[src/rtl/sram_arb_pkg.sv]
// Shared definitions for the SRAM port arbiter: owner tags and parameter defaults.
package sram_arb_pkg;

  typedef logic owner_t;

  localparam owner_t OWN_INST = 1'b0;
  localparam owner_t OWN_DATA = 1'b1;

  localparam int DEF_MAX_OUTST  = 4;
  localparam int DEF_STARVE_LIM = 4;

endpackage

[src/rtl/owner_fifo.sv]
// In-order FIFO of owner tags, one entry per accepted-but-unanswered transaction.
module owner_fifo
  import sram_arb_pkg::*;
#(
  parameter int DEPTH = DEF_MAX_OUTST,
  localparam int PW   = $clog2(DEPTH)
) (
  input  logic        clk,
  input  logic        resetn,
  input  logic        push,
  input  owner_t      push_tag,
  input  logic        pop,
  output owner_t      head_tag,
  output logic [PW:0] count,
  output logic        full,
  output logic        empty
);

  owner_t        tag_q [DEPTH];
  logic [PW-1:0] wr_ptr_q, wr_ptr_d;
  logic [PW-1:0] rd_ptr_q, rd_ptr_d;
  logic [PW:0]   count_q, count_d;
  logic          push_ok;
  logic          pop_ok;

  assign full     = (count_q == (PW+1)'(DEPTH));
  assign empty    = (count_q == '0);
  assign count    = count_q;
  assign head_tag = tag_q[rd_ptr_q];
  assign push_ok  = push && !full;
  assign pop_ok   = pop && !empty;

  always_comb begin
    wr_ptr_d = wr_ptr_q;
    rd_ptr_d = rd_ptr_q;
    count_d  = count_q;
    if (push_ok) wr_ptr_d = wr_ptr_q + PW'(1);
    if (pop_ok)  rd_ptr_d = rd_ptr_q + PW'(1);
    case ({push_ok, pop_ok})
      2'b10:   count_d = count_q + (PW+1)'(1);
      2'b01:   count_d = count_q - (PW+1)'(1);
      default: count_d = count_q;
    endcase
  end

  // Payload needs no reset: entries are only read while count says they are valid.
  always_ff @(posedge clk) begin
    if (push_ok) tag_q[wr_ptr_q] <= push_tag;
  end

  always_ff @(posedge clk or negedge resetn) begin
    if (!resetn) begin
      wr_ptr_q <= '0;
      rd_ptr_q <= '0;
      count_q  <= '0;
    end else begin
      wr_ptr_q <= wr_ptr_d;
      rd_ptr_q <= rd_ptr_d;
      count_q  <= count_d;
    end
  end

endmodule

[src/rtl/sram_port_arbiter.sv]
// Shares one SRAM-like memory port between the inst and data requesters, routing
// responses back in issue order with no added latency on either phase.
module sram_port_arbiter
  import sram_arb_pkg::*;
#(
  parameter int MAX_OUTST  = DEF_MAX_OUTST,
  parameter int STARVE_LIM = DEF_STARVE_LIM
) (
  input  logic        clk,
  input  logic        resetn,

  input  logic        inst_req,
  input  logic        inst_wr,
  input  logic [1:0]  inst_size,
  input  logic [3:0]  inst_wstrb,
  input  logic [31:0] inst_addr,
  input  logic [31:0] inst_wdata,
  output logic        inst_addr_ok,
  output logic        inst_data_ok,
  output logic [31:0] inst_rdata,

  input  logic        data_req,
  input  logic        data_wr,
  input  logic [1:0]  data_size,
  input  logic [3:0]  data_wstrb,
  input  logic [31:0] data_addr,
  input  logic [31:0] data_wdata,
  output logic        data_addr_ok,
  output logic        data_data_ok,
  output logic [31:0] data_rdata,

  output logic        mem_req,
  output logic        mem_wr,
  output logic [1:0]  mem_size,
  output logic [3:0]  mem_wstrb,
  output logic [31:0] mem_addr,
  output logic [31:0] mem_wdata,
  input  logic        mem_addr_ok,
  input  logic        mem_data_ok,
  input  logic [31:0] mem_rdata,

  output logic        proto_err
);

  localparam int CW = $clog2(MAX_OUTST) + 1;
  localparam int SW = $clog2(STARVE_LIM + 1);

  logic          lock_q, lock_d;
  owner_t        lock_owner_q, lock_owner_d;
  logic [SW-1:0] starve_q, starve_d;
  logic          proto_err_q, proto_err_d;

  owner_t        owner;
  logic          owner_req;
  logic          accept;
  logic          pop;
  owner_t        head_tag;
  logic [CW-1:0] fifo_count;
  logic          fifo_full;
  logic          fifo_empty;

  always_comb begin
    owner = OWN_DATA;
    if (lock_q)
      owner = lock_owner_q;
    else if (inst_req && !data_req)
      owner = OWN_INST;
    else if (inst_req && data_req && (starve_q == SW'(STARVE_LIM)))
      owner = OWN_INST;
  end

  assign owner_req = (owner == OWN_INST) ? inst_req : data_req;
  // Full is judged on the registered count, so a same-cycle pop never frees a slot early.
  assign mem_req   = owner_req && !fifo_full;
  assign accept    = mem_req && mem_addr_ok;

  always_comb begin
    if (owner == OWN_INST) begin
      mem_wr    = inst_wr;
      mem_size  = inst_size;
      mem_wstrb = inst_wstrb;
      mem_addr  = inst_addr;
      mem_wdata = inst_wdata;
    end else begin
      mem_wr    = data_wr;
      mem_size  = data_size;
      mem_wstrb = data_wstrb;
      mem_addr  = data_addr;
      mem_wdata = data_wdata;
    end
  end

  assign inst_addr_ok = accept && (owner == OWN_INST);
  assign data_addr_ok = accept && (owner == OWN_DATA);

  assign pop          = mem_data_ok && (fifo_count != '0);
  assign inst_data_ok = pop && (head_tag == OWN_INST);
  assign data_data_ok = pop && (head_tag == OWN_DATA);
  assign inst_rdata   = mem_rdata;
  assign data_rdata   = mem_rdata;
  assign proto_err    = proto_err_q;

  always_comb begin
    lock_d       = mem_req && !mem_addr_ok;
    lock_owner_d = owner;

    starve_d = starve_q;
    if (!inst_req || (accept && (owner == OWN_INST)))
      starve_d = '0;
    else if (accept && (starve_q != SW'(STARVE_LIM)))
      starve_d = starve_q + SW'(1);

    proto_err_d = proto_err_q || (mem_data_ok && fifo_empty);
  end

  always_ff @(posedge clk or negedge resetn) begin
    if (!resetn) begin
      lock_q       <= 1'b0;
      lock_owner_q <= OWN_DATA;
      starve_q     <= '0;
      proto_err_q  <= 1'b0;
    end else begin
      lock_q       <= lock_d;
      lock_owner_q <= lock_owner_d;
      starve_q     <= starve_d;
      proto_err_q  <= proto_err_d;
    end
  end

  owner_fifo #(
    .DEPTH (MAX_OUTST)
  ) u_owner_fifo (
    .clk      (clk),
    .resetn   (resetn),
    .push     (accept),
    .push_tag (owner),
    .pop      (pop),
    .head_tag (head_tag),
    .count    (fifo_count),
    .full     (fifo_full),
    .empty    (fifo_empty)
  );

endmodule

[config.mk]
export PLATFORM = sky130hd
export DESIGN_NAME = sram_port_arbiter
export DESIGN_NICKNAME = d
export VERILOG_FILES = /design/src/rtl/sram_arb_pkg.sv /design/src/rtl/owner_fifo.sv /design/src/rtl/sram_port_arbiter.sv
export SDC_FILE = /design/constraint.sdc
export NUM_CORES = 1
export LEC_CHECK = 0
export ABC_AREA = 1
export ABC_CLOCK_PERIOD_IN_PS = 2000
export BUFFER_PORTS_ARGS = -buffer_cell sky130_fd_sc_hd__buf_2
export CORE_AREA = 5 5 121 123
export CTS_CLUSTER_SIZE = 20
export DETAILED_ROUTE_END_ITERATION = 6
export DIE_AREA = 0 0 126 128
export PLACE_DENSITY = 0.59
export SLEW_MARGIN = 20
export SYNTH_ARGS = -nofsm -noshare
export SYNTH_HDL_FRONTEND = slang
export SYNTH_SLANG_ARGS = --single-unit
export TNS_END_PERCENT = 100
[constraint.sdc]
create_clock -name clk -period 2 [get_ports clk]
set_input_delay 0.1 -clock clk [delete_from_list [all_inputs] [get_ports clk]]
set_output_delay 0.1 -clock clk [all_outputs]
set_load 0.05 [all_outputs]
Word-level counts from Yosys, hierarchy flattened

Memory sizes are Yosys's and may differ from the RTL's.
Cells that the tools add are included.

Memory bits (writable): 4
Output and inout port bits: 141
Memories kept: 1
Bits of input ports: 180
Word-level logic and storage cells: 60
Register bits after elaboration: 13

Memory list:

| name               | words | width | rd ports | clocked after memory_dff | write ports | RTL line         | RTL |
|---|---|---|---|---|---|---|---|
| u_owner_fifo.tag_q | 4     | 1     | 1        | 0                        | 1           | owner_fifo.sv:19 | `owner_t tag_q [DEPTH];` |

Reduce and logical (&&, ||, !) cells: 26
Add/sub/neg operators: 5
Bitwise operators: 2
Mux-type cells: 14
Equal/unequal tests: 5

Operators by type and width:

| cell                  | count |
|---|---|
| $mux W32              | 2 |
| $logic_and A1 B1 Y1   | 15 |
| $mux W1               | 7 |
| $add A3 B1 Y3 const B | 2 |
| $eq A3 B3 Y1 const B  | 2 |
| $mux W3               | 2 |
| $pmux W3 S2           | 1 |
| $logic_not A1 Y1      | 5 |
| $add A2 B1 Y2 const B | 2 |
| $mux W4               | 1 |
| $reduce_bool A2 Y1    | 2 |
| $logic_not A3 Y1      | 1 |
| $ne A3 B3 Y1 const B  | 1 |
| $reduce_bool A3 Y1    | 1 |
| $sub A3 B1 Y3 const B | 1 |
| $eq A2 B1 Y1 const B  | 1 |
| $eq A2 B2 Y1 const B  | 1 |
| $logic_or A1 B1 Y1    | 2 |
| $mux W2               | 1 |
| $not A1 Y1            | 2 |

Logic depth before layout (Yosys ltp)

Gate-level depths: netlist of run 1.

Depth in word-level cells: 11
Depth in mapped cells: 13
Mapped depth without buffers: 13

Cells and area by module

From an unflattened synthesis of run 1, not the netlist that was laid out.

Cell total of the unflattened synthesis: 418
Area total of the unflattened synthesis: 2462.4 µm²

By module, submodules not included:

| module            | cells an instance | instances | area an instance (µm²) |
|---|---|---|---|
| sram_port_arbiter | 345               | 1         | 1831.8 |
| owner_fifo        | 73                | 1         | 630.6 |

Least setup slack after synthesis of run 1

No wires, ideal clock.

Path type: flip-flop to flip-flop
Start: reg starve_q[0]
End: reg u_owner_fifo.count_q[2], in the netlist u_owner_fifo.count[2]
Period minus slack after synthesis: 2073 ps
Cell stages (with the launch flop): 14
Setup time: 131 ps
Slack: -73 ps
Path buffers: 0
Arrival time: 1942 ps
Data required time: 1869 ps
Cells stage by stage: dfrtp_1 > inv_1 > ha_1 > nand2_2 > nand2_2 > nand2_4 > nand3_4 > nand3_4 > ha_1 > inv_1 > fa_1 > a21oi_1 > o21ai_0 > xor2_1

Word-level cells in the longest chain between the ends: 11
Elaborated cells on any way between the ends: 13
Those cells by class: eq/ne (3); mux (5); reduce/logical (5)

RTL lines:

| what                                                     | RTL line                 | RTL |
|---|---|---|
| start, declared                                          | sram_port_arbiter.sv:50  | `logic [SW-1:0] starve_q, starve_d;` |
| start signal, assigned                                   | sram_port_arbiter.sv:125 | `starve_q <= starve_d;` |
| $eq A3 B3 Y1 (*)                                         | sram_port_arbiter.sv:68  | `else if (inst_req && data_req && (starve_q == SW'(STARVE_LIM)))` |
| $logic_and A1 B1 Y1 (*)                                  | sram_port_arbiter.sv:68  |  |
| $mux W1 (*)                                              | sram_port_arbiter.sv:68  |  |
| $mux W1 (*)                                              | sram_port_arbiter.sv:66  | `else if (inst_req && !data_req)` |
| $mux W1 (*)                                              | sram_port_arbiter.sv:64  | `if (lock_q)` |
| $mux W1 (*)                                              | sram_port_arbiter.sv:72  | `assign owner_req = (owner == OWN_INST) ? inst_req : data_req;` |
| $logic_and A1 B1 Y1 (*)                                  | sram_port_arbiter.sv:74  | `assign mem_req = owner_req && !fifo_full;` |
| $logic_and A1 B1 Y1 (*)                                  | sram_port_arbiter.sv:75  | `assign accept = mem_req && mem_addr_ok;` |
| $logic_and A1 B1 Y1 (*)                                  | owner_fifo.sv:30         | `assign push_ok = push && !full;` |
| $eq A2 B1 Y1 / $eq A2 B2 Y1 (equally long branches)      | owner_fifo.sv:39         | `case ({push_ok, pop_ok})` |
| $pmux W3 S2 / $reduce_bool A2 Y1 (equally long branches) | --                       |  |
| end signal, assigned                                     | owner_fifo.sv:59         | `count_q <= count_d;` |
| end, declared                                            | owner_fifo.sv:22         | `logic [PW:0] count_q, count_d;` |

Mark *: on every way between the ends. The rest lies on a longest branch, timed or not.
A chain may end at the register's enable or synchronous reset.

Worst setup path after layout of run 1

Start: reg starve_q[1]
End: reg u_owner_fifo.count_q[2], in the netlist u_owner_fifo.count[2]

The elaborated chain is that of the path after synthesis.

==> results of run 1 <==
-- layout make-up --
class | count | share of cell area
inverters | 25 | 0.0275
multi-input cells | 276 | 0.338
repair buffers | 242 | 0.439
clock buffers | 3 | 0.0194
well taps | 180 | 0.0582
flip-flops and latches | 17 | 0.115
clock inverters | 1 | 0.00194
-- power by group through the flow --
stage	logic, mW	clock network [mW]	registers (mW)
3_3_place_gp	2.44	0	0.533
4_1_cts	2.64	0.418	0.533
6_report	2.80	0.404	0.534
2_1_floorplan	2.10	0	0.534
5_1_grt	3.01	0.436	0.549
3_5_place_dp	2.45	0	0.539
-- per-layer routing --
metal,routed length [um],up-vias
li1,-,1459
met2,5090,170
met1,3970,1202
met5,0,-
met4,197,0
met3,1030,24
-- path summary, 6_finish.rpt --
path / end / slack (ps) / cells past startpoint
min in group asynchronous: u_owner_fifo.rd_ptr_q[1]$_DFFE_PN0P_ / 280 / 2
worst max register to register: u_owner_fifo.count[2]$_DFFE_PN0P_ / -10 / 13
worst max-delay path: u_owner_fifo.count[2]$_DFFE_PN0P_ / -10 / 13
max in group asynchronous: lock_owner_q$_DFF_PN1_ / 1440 / 2
worst min-delay path: lock_q$_DFF_PN0_ / 100 / 2
worst min register to register: u_owner_fifo.rd_ptr_q[1]$_DFFE_PN0P_ / 460 / 1
-- per-stage QoR --
stage / power [mW] / utilization / instances / setup slack (ps) / cell area, um2
floorplan: 2.63 / - / 397 / -6.00 / 2370
global placement: 2.98 / 0.245 / 730 / 46.8 / 3330
detailed placement: 2.99 / 0.245 / 730 / 22.5 / 3330
CTS: 3.59 / 0.267 / 738 / 2.29 / 3620
global route: 4.00 / 0.285 / 744 / -123 / 3870
finish: 3.74 / 0.285 / 744 / -14.5 / 3870
-- placed cells by master, fill, tap and decap left out, types with 2 or more instances in the layout --
cell type / Yosys / layout
edfxtp_1: 4 / 4
nand4_1: 3 / 3
nor2_4: 2 / 3
inv_1: 21 / 17
buf_6: 1 / 15
ha_4: 0 / 2
buf_16: 0 / 2
nor2_1: 12 / 11
nand3_1: 3 / 3
buf_12: 0 / 10
buf_2: 7 / 151
inv_2: 4 / 7
a21oi_1: 5 / 4
xor2_1: 4 / 4
nand2_4: 1 / 3
buf_4: 71 / 54
ha_1: 7 / 5
nand2_2: 3 / 5
nand3_4: 2 / 2
clkbuf_4: 0 / 7
nand2_1: 227 / 222
dfrtp_1: 12 / 12
clkbuf_16: 0 / 5
-- sequential cells by signal, indices dropped and copies added, names as in the netlist --
name / cells
lock_owner_q: 1
lock_q: 1
proto_err: 1
starve_q: 3
u_owner_fifo.count: 3
u_owner_fifo.rd_ptr_q: 2
u_owner_fifo.tag_q: 4
u_owner_fifo.wr_ptr_q: 2
-- logic make-up after synthesis --
| family | after synthesis | synth area share |
|---|---|---|
| fa+ha+maj | 8 | 0.0457 |
| simple gates | 254 | 0.438 |
| buf+inv | 104 | 0.286 |
| compound gates | 9 | 0.0218 |
| xor+xnor | 5 | 0.0186 |
| flops | 17 | 0.190 |
-- repair_timing --
| item | CTS | global route |
|---|---|---|
| pin swaps | 0 | 7 |
| hold buffers | 1 | 0 |
| setup endpoints to repair | 72 | 75 |
| gates resized for setup | 59 | 59 |
| hold endpoints to repair | 12 | 0 |
| gates cloned | 1 | 3 |
| buffers inserted | 2 | 3 |
==> results.cfg, run 1 <==
[outcome]
outcome = complete, but fails checks
violations = negative setup slack

[floorplanning]
initial_core_util = 0.174
chipHeight_um = 128
ios = 321
core_area_um2 = 13600
die_area_um2 = 16100
die_w_um = 126
rows = 43

[synth]
yosys_warnings = 0
synth_cells = 397
synth_top_area_cell = nand2_1
synth_top_area_share = 0.362
synth_enable_flop_cells = 4
synth_common_cells = nand2_1 (227), buf_4 (71), inv_1 (21)
synth.avg_cell_area_um2 = 5.93
synth_cell_type_count = 25
synth_flop_cell = dfrtp_1
yosysMostFrequentCell = nand2_1
syn_area_um2 = 2350
syn_nets = 585
ys_seq_elements = 17
synthArstFlopShare = 0.765
synth_area_leaders = nand2_1 (36%), buf_4 (23%), dfrtp_1 (13%)
yosysSeqAreaShare = 0.190

[setup_path]
cp_data_arrival_time_ps = 2140
worstPathMaxFanout = 3
crit_top_cell = nand2_4
crit_required_ps = 2130
critPathTopFamily = adder cells
cp-start-kind = flip-flop
max_stage_delay_ps = 380
crit_chain = inv_2 -> ha_4 -> nand2_4 -> nand2_4 -> nand2_4 -> nand3_4 -> nand3_4 -> ha_4 -> inv_2 -> fa_2 -> a21oi_2 -> o21ai_1 -> xor2_1
cp-end-kind = flip-flop
crit_path_top_delay_cell = dfrtp_1
crit_buf_inv = 2
startpoint = starve_q[1]$_DFFE_PN0P_
r2r-start = starve_q[1]$_DFFE_PN0P_
crit_type = reg2reg

[sta]
setup_slack_ps = -14.5
slew_headroom = 0.794
finalCritPeriodShare = 1.01
fin_setup_tns_ps = -14.5
hold_slack_ps = 96.1
setup_viol = 1
rsz0062_at_grt = true
drv_slew = 0
tightest_slew_ps = 308
period_needed_ps = 2010
max_freq_mhz = 496
skew_ps = 3.61
finalHoldViolCount = 0

[global_routing]
grt.met1_usage = 0.128
grt_max_degree = 43
grt.busiest_layer = met2
grt_pass1_wl_um = 14100
antenna_found_initial = 0
groute.layer.met2.usage = 0.189
grt_overflow = 0
gr-usage-all-layers = 0.108
grtUsageMet3 = 0.0371
grt_pass1_vias = 2819

[clock_network]
cts_root_buf = clkbuf_16
clock_sinks = 17
insertion_delay_ps = 250
numCtsBuffers = 3
clkSlewWorstSetupHoldPaths_ps = 50
clock_path_buffers = 2
htreeDepth = 1
tritoncts = built

[routing]
wl_um = 10300
vias = 2855
drtIter0Drc = 131
dr.pass1.iters = 4
vias_per_cell = 3.84
remaining_drc_errors = 0
wl_per_cell_um = 13.8
ant_nets = 0

[power_and_ir_drop]
sw_frac_of_total = 0.545
clockPowerShare = 0.108
p_leak_nw = 2.31
switchingPower_mw = 2.04
p_seq_frac = 0.143
p_int_mw = 1.70
power_density_nw_per_um2 = 967
pwr-share-comb = 0.749
ir_worst_vdd_mv = 0.398

[final_layout]
seqCellArea_um2 = 447
multiInputGateArea_um2 = 1310
fillerInstances = 1506
num_antenna_cells = 0
final_nets = 753
post_route_cells_drive_above_1_share = 0.484
area_growth_pct = 64.3

[placed_design]
gp_congestion = 0.740
hpwl_um = 8000
io_buffer_count = 224

[worst_hold_path]
worstHoldPathType = in2reg
hp-start = mem_addr_ok

[flow_run]
cap_violations = 0
Power figures use the tool's default switching activity.
==> inputs of run 2 (changes only) <==
Settings changed: GPL_TIMING_DRIVEN from default to 0.
==> results.cfg, run 2 (synthesized netlist as in run 1, its figures left out) <==
[outcome]
outcome = completed

[sta]
period_needed_ps = 1960
drv_slew = 0
tightest_slew_ps = 294
finalHoldViolCount = 0
finalCritPeriodShare = 0.979
setup_viol = 0
rsz0062_at_grt = true
skew_ps = 7.43
hold_slack_ps = 87.2
max_freq_mhz = 511
fin_setup_tns_ps = 0
setup_slack_ps = 42.0
slew_headroom = 0.804

[worst_hold_path]
hold_depth = 2
worstHoldPathType = in2reg

[clock_network]
clock_path_buffers = 2
htreeDepth = 1
insertion_delay_ps = 250
tritoncts = built
clock_sinks = 17
clkSlewWorstSetupHoldPaths_ps = 50
numCtsBuffers = 3
cts_root_buf = clkbuf_16

[routing]
remaining_drc_errors = 0
wl_um = 11900
ant_nets = 0
dr.pass1.iters = 6
wl_per_cell_um = 13.5
drtIter0Drc = 95
vias_per_cell = 3.84
vias = 3372

[placed_design]
hpwl_um = 10100
gp_congestion = 0.794
io_buffer_count = 288
pre_cts_slack_ps = -173

[floorplanning]
die_w_um = 126
die_area_um2 = 16100
core_area_um2 = 13600
rows = 43
chipHeight_um = 128
initial_core_util = 0.174
ios = 321

[final_layout]
top_register = u_owner_fifo.tag_q
final_cell_mix = nand2_1 (227), buf_2 (217), buf_4 (116)
fillerInstances = 1478
post_route_cells_drive_above_1_share = 0.575
seqCellArea_um2 = 447
layout_commonest_cell = nand2_1
multiInputGateArea_um2 = 1280
largest_reg_flops = 4
final_nets = 888
area_growth_pct = 96.3
num_antenna_cells = 0

[power_and_ir_drop]
clockPowerShare = 0.096
finalPower_mw = 4.12
p_leak_nw = 2.87
pwr-share-comb = 0.774
p_int_mw = 1.80
power_density_nw_per_um2 = 891
switchingPower_mw = 2.32
p_seq_frac = 0.129
ir_worst_vdd_mv = 0.477
sw_frac_of_total = 0.563

[global_routing]
grt_max_degree = 15
antenna_found_initial = 0
grt_pass1_wl_um = 16500
grt_pass1_vias = 3199
gr-usage-all-layers = 0.126
grt_overflow = 0

[setup_path]
crit_required_ps = 1900
cp-start-kind = flip-flop
cp_data_arrival_time_ps = 1860
crit_type = reg2out
reg2regPathDepth = 13
cp-end-kind = output pin
worstPathMaxFanout = 10

[flow_run]
cap_violations = 0
run 2: repair_timing:
action	4_1_cts	5_1_grt
pin swaps	1	3
hold endpoints to repair	12	0
gates resized for setup	87	52
setup buffers	3	5
cloned	0	1
endpoints found under the setup margin	71	74
hold buffers	1	0
run 2: metal layers:
metal / vias up / part of all wire / global-route usage
met5: - / 0 / 0
met3: 16 / 0.098 / 0.0313
li1: 1729 / - / -
met1: 1421 / 0.39 / 0.158
met2: 206 / 0.49 / 0.218
met4: 0 / 0.023 / 0.0315
run 2: area by class of cell:
cell class / instances / share of cell area
Clock inverter: 1 / 0.00108
Clock buffer: 3 / 0.0162
Tap cell: 180 / 0.0487
Inverter: 25 / 0.0225
Buffer: 79 / 0.140
Sequential cell: 17 / 0.0967
Timing Repair Buffer: 298 / 0.397
Multi-Input combinational cell: 276 / 0.278
run 2: worst paths after layout:
path | from | endpoint | slack (ps)
hold / removal | mem_addr_ok | lock_q$_DFF_PN0_ | 90
max in group asynchronous | resetn | lock_owner_q$_DFF_PN1_ | 1440
hold reg to reg | u_owner_fifo.rd_ptr_q[1]$_DFFE_PN0P_ | u_owner_fifo.rd_ptr_q[1]$_DFFE_PN0P_ | 470
setup reg to reg | starve_q[0]$_DFFE_PN0P_ | u_owner_fifo.count[2]$_DFFE_PN0P_ | 40
min in group asynchronous | resetn | u_owner_fifo.rd_ptr_q[1]$_DFFE_PN0P_ | 270
setup / recovery | starve_q[0]$_DFFE_PN0P_ | mem_size[0] | 40
run 2: stage by stage:
stage               area (um2)  cells  utilization
global route              4620    879        0.341
floorplan                 2370    397            -
detailed placement        4040    865        0.298
global placement          4040    865        0.298
CTS                       4380    873        0.323
finish                    4620    879        0.341
run 2: power by group through the flow:
stage          Sequential (mW)  Clock, mW  Combinational [mW]
2_1_floorplan            0.534          0                2.10
3_3_place_gp             0.536          0                2.81
3_5_place_dp             0.538          0                2.81
4_1_cts                  0.531      0.404                3.04
5_1_grt                  0.549      0.429                3.40
6_report                 0.531      0.397                3.19
run 2: worst max-delay path, stage by stage (launching register included):
cell and delay (ps):
dfrtp_1 380, inv_2 80, ha_4 140, nand2_4 60
nand2_4 80, nand2_4 60, nand2_4 130, buf_12 150
buf_12 140, nand2_1 60, nand2_1 140, buf_6 180
==> inputs of run 3 (changes only) <==
Settings changed: ABC_CLOCK_PERIOD_IN_PS 2000 to 2200, CORE_AREA 5 5 121 123 to 5 5 122 124, DIE_AREA 0 0 126 128 to 0 0 127 129, PLACE_DENSITY 0.59 to 0.56.
Clock period 2 ns to 2.2 ns, I/O delays scaled along.
==> results.cfg, run 3 (synthesized netlist as in run 1, its figures left out) <==
[outcome]
outcome = completed

[clock_network]
htreeDepth = 1
insertion_delay_ps = 240
clock_sinks = 17
cts_root_buf = clkbuf_16
tritoncts = built
clock_path_buffers = 2
numCtsBuffers = 3
clkSlewWorstSetupHoldPaths_ps = 50

[final_layout]
multiInputGateArea_um2 = 1240
post_route_cells_drive_above_1_share = 0.567
fin_util = 0.309
area_growth_pct = 79.2
final_nets = 882
num_antenna_cells = 0
seqCellArea_um2 = 447
largest_reg_flops = 4
final_cell_mix = buf_2 (269), nand2_1 (227), buf_4 (78)
fillerInstances = 1600
layout_commonest_cell = buf_2
top_register = u_owner_fifo.tag_q

[sta]
tightest_slew_ps = 310
drv_slew = 0
period_needed_ps = 2090
max_freq_mhz = 478
fin_setup_tns_ps = 0
setup_viol = 0
rsz0062_at_grt = true
skew_ps = 2.20
finalHoldViolCount = 0
finalCritPeriodShare = 0.950
slew_headroom = 0.793
setup_slack_ps = 109

[flow_run]
cap_violations = 0

[global_routing]
grt_overflow = 0
gr-usage-all-layers = 0.121
antenna_found_initial = 0
grt_pass1_vias = 3066
grt_pass1_wl_um = 15800
grt_max_degree = 15

[routing]
vias_per_cell = 3.73
vias = 3254
dr.pass1.iters = 4
remaining_drc_errors = 0
wl_um = 11600
drtIter0Drc = 94
ant_nets = 0
wl_per_cell_um = 13.2

[floorplanning]
chipHeight_um = 129
die_area_um2 = 16400
core_area_um2 = 13700
initial_core_util = 0.172
rows = 43
ios = 321
die_w_um = 127

[setup_path]
cp.depth = 13
critPathCapture = u_owner_fifo.count[2]$_DFFE_PN0P_
r2r_slack_ps = 110
cp_data_arrival_time_ps = 2220
startpoint = starve_q[0]$_DFFE_PN0P_
cp-start-kind = flip-flop
crit_path_top_delay_cell = fa_2
critPathTopFamily = adder cells
r2r-start = starve_q[0]$_DFFE_PN0P_
crit_required_ps = 2330
crit_type = reg2reg
reg2regPathDepth = 13
max_stage_delay_ps = 400
crit_buf_inv = 2
reg2reg_to = u_owner_fifo.count[2]$_DFFE_PN0P_
cp-end-kind = flip-flop
crit_chain = inv_2 -> ha_2 -> nand2_2 -> nand2_2 -> nand2_4 -> nand3_4 -> nand3_4 -> ha_2 -> inv_2 -> fa_2 -> a21oi_2 -> o21ai_1 -> xor2_1
worstPathMaxFanout = 4

[power_and_ir_drop]
p_leak_nw = 2.73
power_density_nw_per_um2 = 813
ir_worst_vdd_mv = 0.359
finalPower_mw = 3.43

[placed_design]
io_buffer_count = 288
hpwl_um = 10000
gp_congestion = 0.767
pre_cts_slack_ps = -47.8

[worst_hold_path]
worstHoldPathType = in2reg
==> run 3: cell types whose count changed in the layout (fill, tap and decap cells not counted), sizes merged <==
cell / change
buf: -24
clkbuf: +19
clkinv: -1
==> run 3: power breakdown <==
part | total (mW) | switching, mW | internal, mW
Sequential | 0.483 | 0.0597 | 0.423
Clock | 0.356 | 0.111 | 0.246
Combinational | 2.59 | 1.86 | 0.732
Total | 3.43 | 2.03 | 1.40
==> run 3: final cells by class <==
| type | count | area share |
|---|---|---|
| well taps | 180 | 0.0534 |
| repair buffers | 292 | 0.361 |
| plain buffers | 79 | 0.143 |
| multi-input cells | 276 | 0.295 |
| clock buffers | 4 | 0.0187 |
| inverters | 25 | 0.0228 |
| flip-flops and latches | 17 | 0.106 |
==> run 3: worst register-to-register path, cell delays in order, from the launching register on <==
cell and delay (ps):
dfrtp_1 380, inv_2 50, ha_2 180, nand2_2 80, nand2_2 70, nand2_4 70
nand3_4 90, nand3_4 80, ha_2 170, inv_2 50, fa_2 400, a21oi_2 140
o21ai_1 80, xor2_1 140
==> run 3: stage by stage <==
| stage | hold WS (ps) | cells | cell area, um2 |
|---|---|---|---|
| 6_report | 112 | 873 | 4220 |
| 3_3_place_gp | 20.0 | 865 | 4020 |
| 5_1_grt | 110 | 873 | 4220 |
| 2_1_floorplan | -186 | 397 | 2350 |
| 4_1_cts | 109 | 871 | 4130 |
| 3_5_place_dp | 21.9 | 865 | 4020 |
==> run 3: repair_timing <==
action | CTS | global route
endpoints found under the hold margin | 12 | 0
endpoints found under the setup margin | 70 | 68
pin swaps | 0 | 1
setup buffers | 1 | 2
hold buffers | 1 | 0
resized for setup | 6 | 31
==> run 3: worst min-delay path by stage <==
stage               slack [ps]         from  cells past startpoint                                   end
finish                     110  mem_addr_ok                      2                      lock_q$_DFF_PN0_
global route               110  mem_addr_ok                      2                      lock_q$_DFF_PN0_
CTS                        110  mem_addr_ok                      2                      lock_q$_DFF_PN0_
detailed placement          20       resetn                      1  u_owner_fifo.rd_ptr_q[1]$_DFFE_PN0P_
global placement            20       resetn                      1  u_owner_fifo.wr_ptr_q[1]$_DFFE_PN0P_
floorplan                 -190       resetn                      0                      lock_q$_DFF_PN0_
==> run 3: routing by layer <==
layer  routed length [um]  share of wire  vias up  track usage
li1                     -              -     1720            -
met5                    0              0        -            0
met1                 4530           0.39     1361        0.154
met4                   27         0.0023        0       0.0114
met2                 5970           0.52      171        0.220
met3                 1020          0.088        2       0.0232
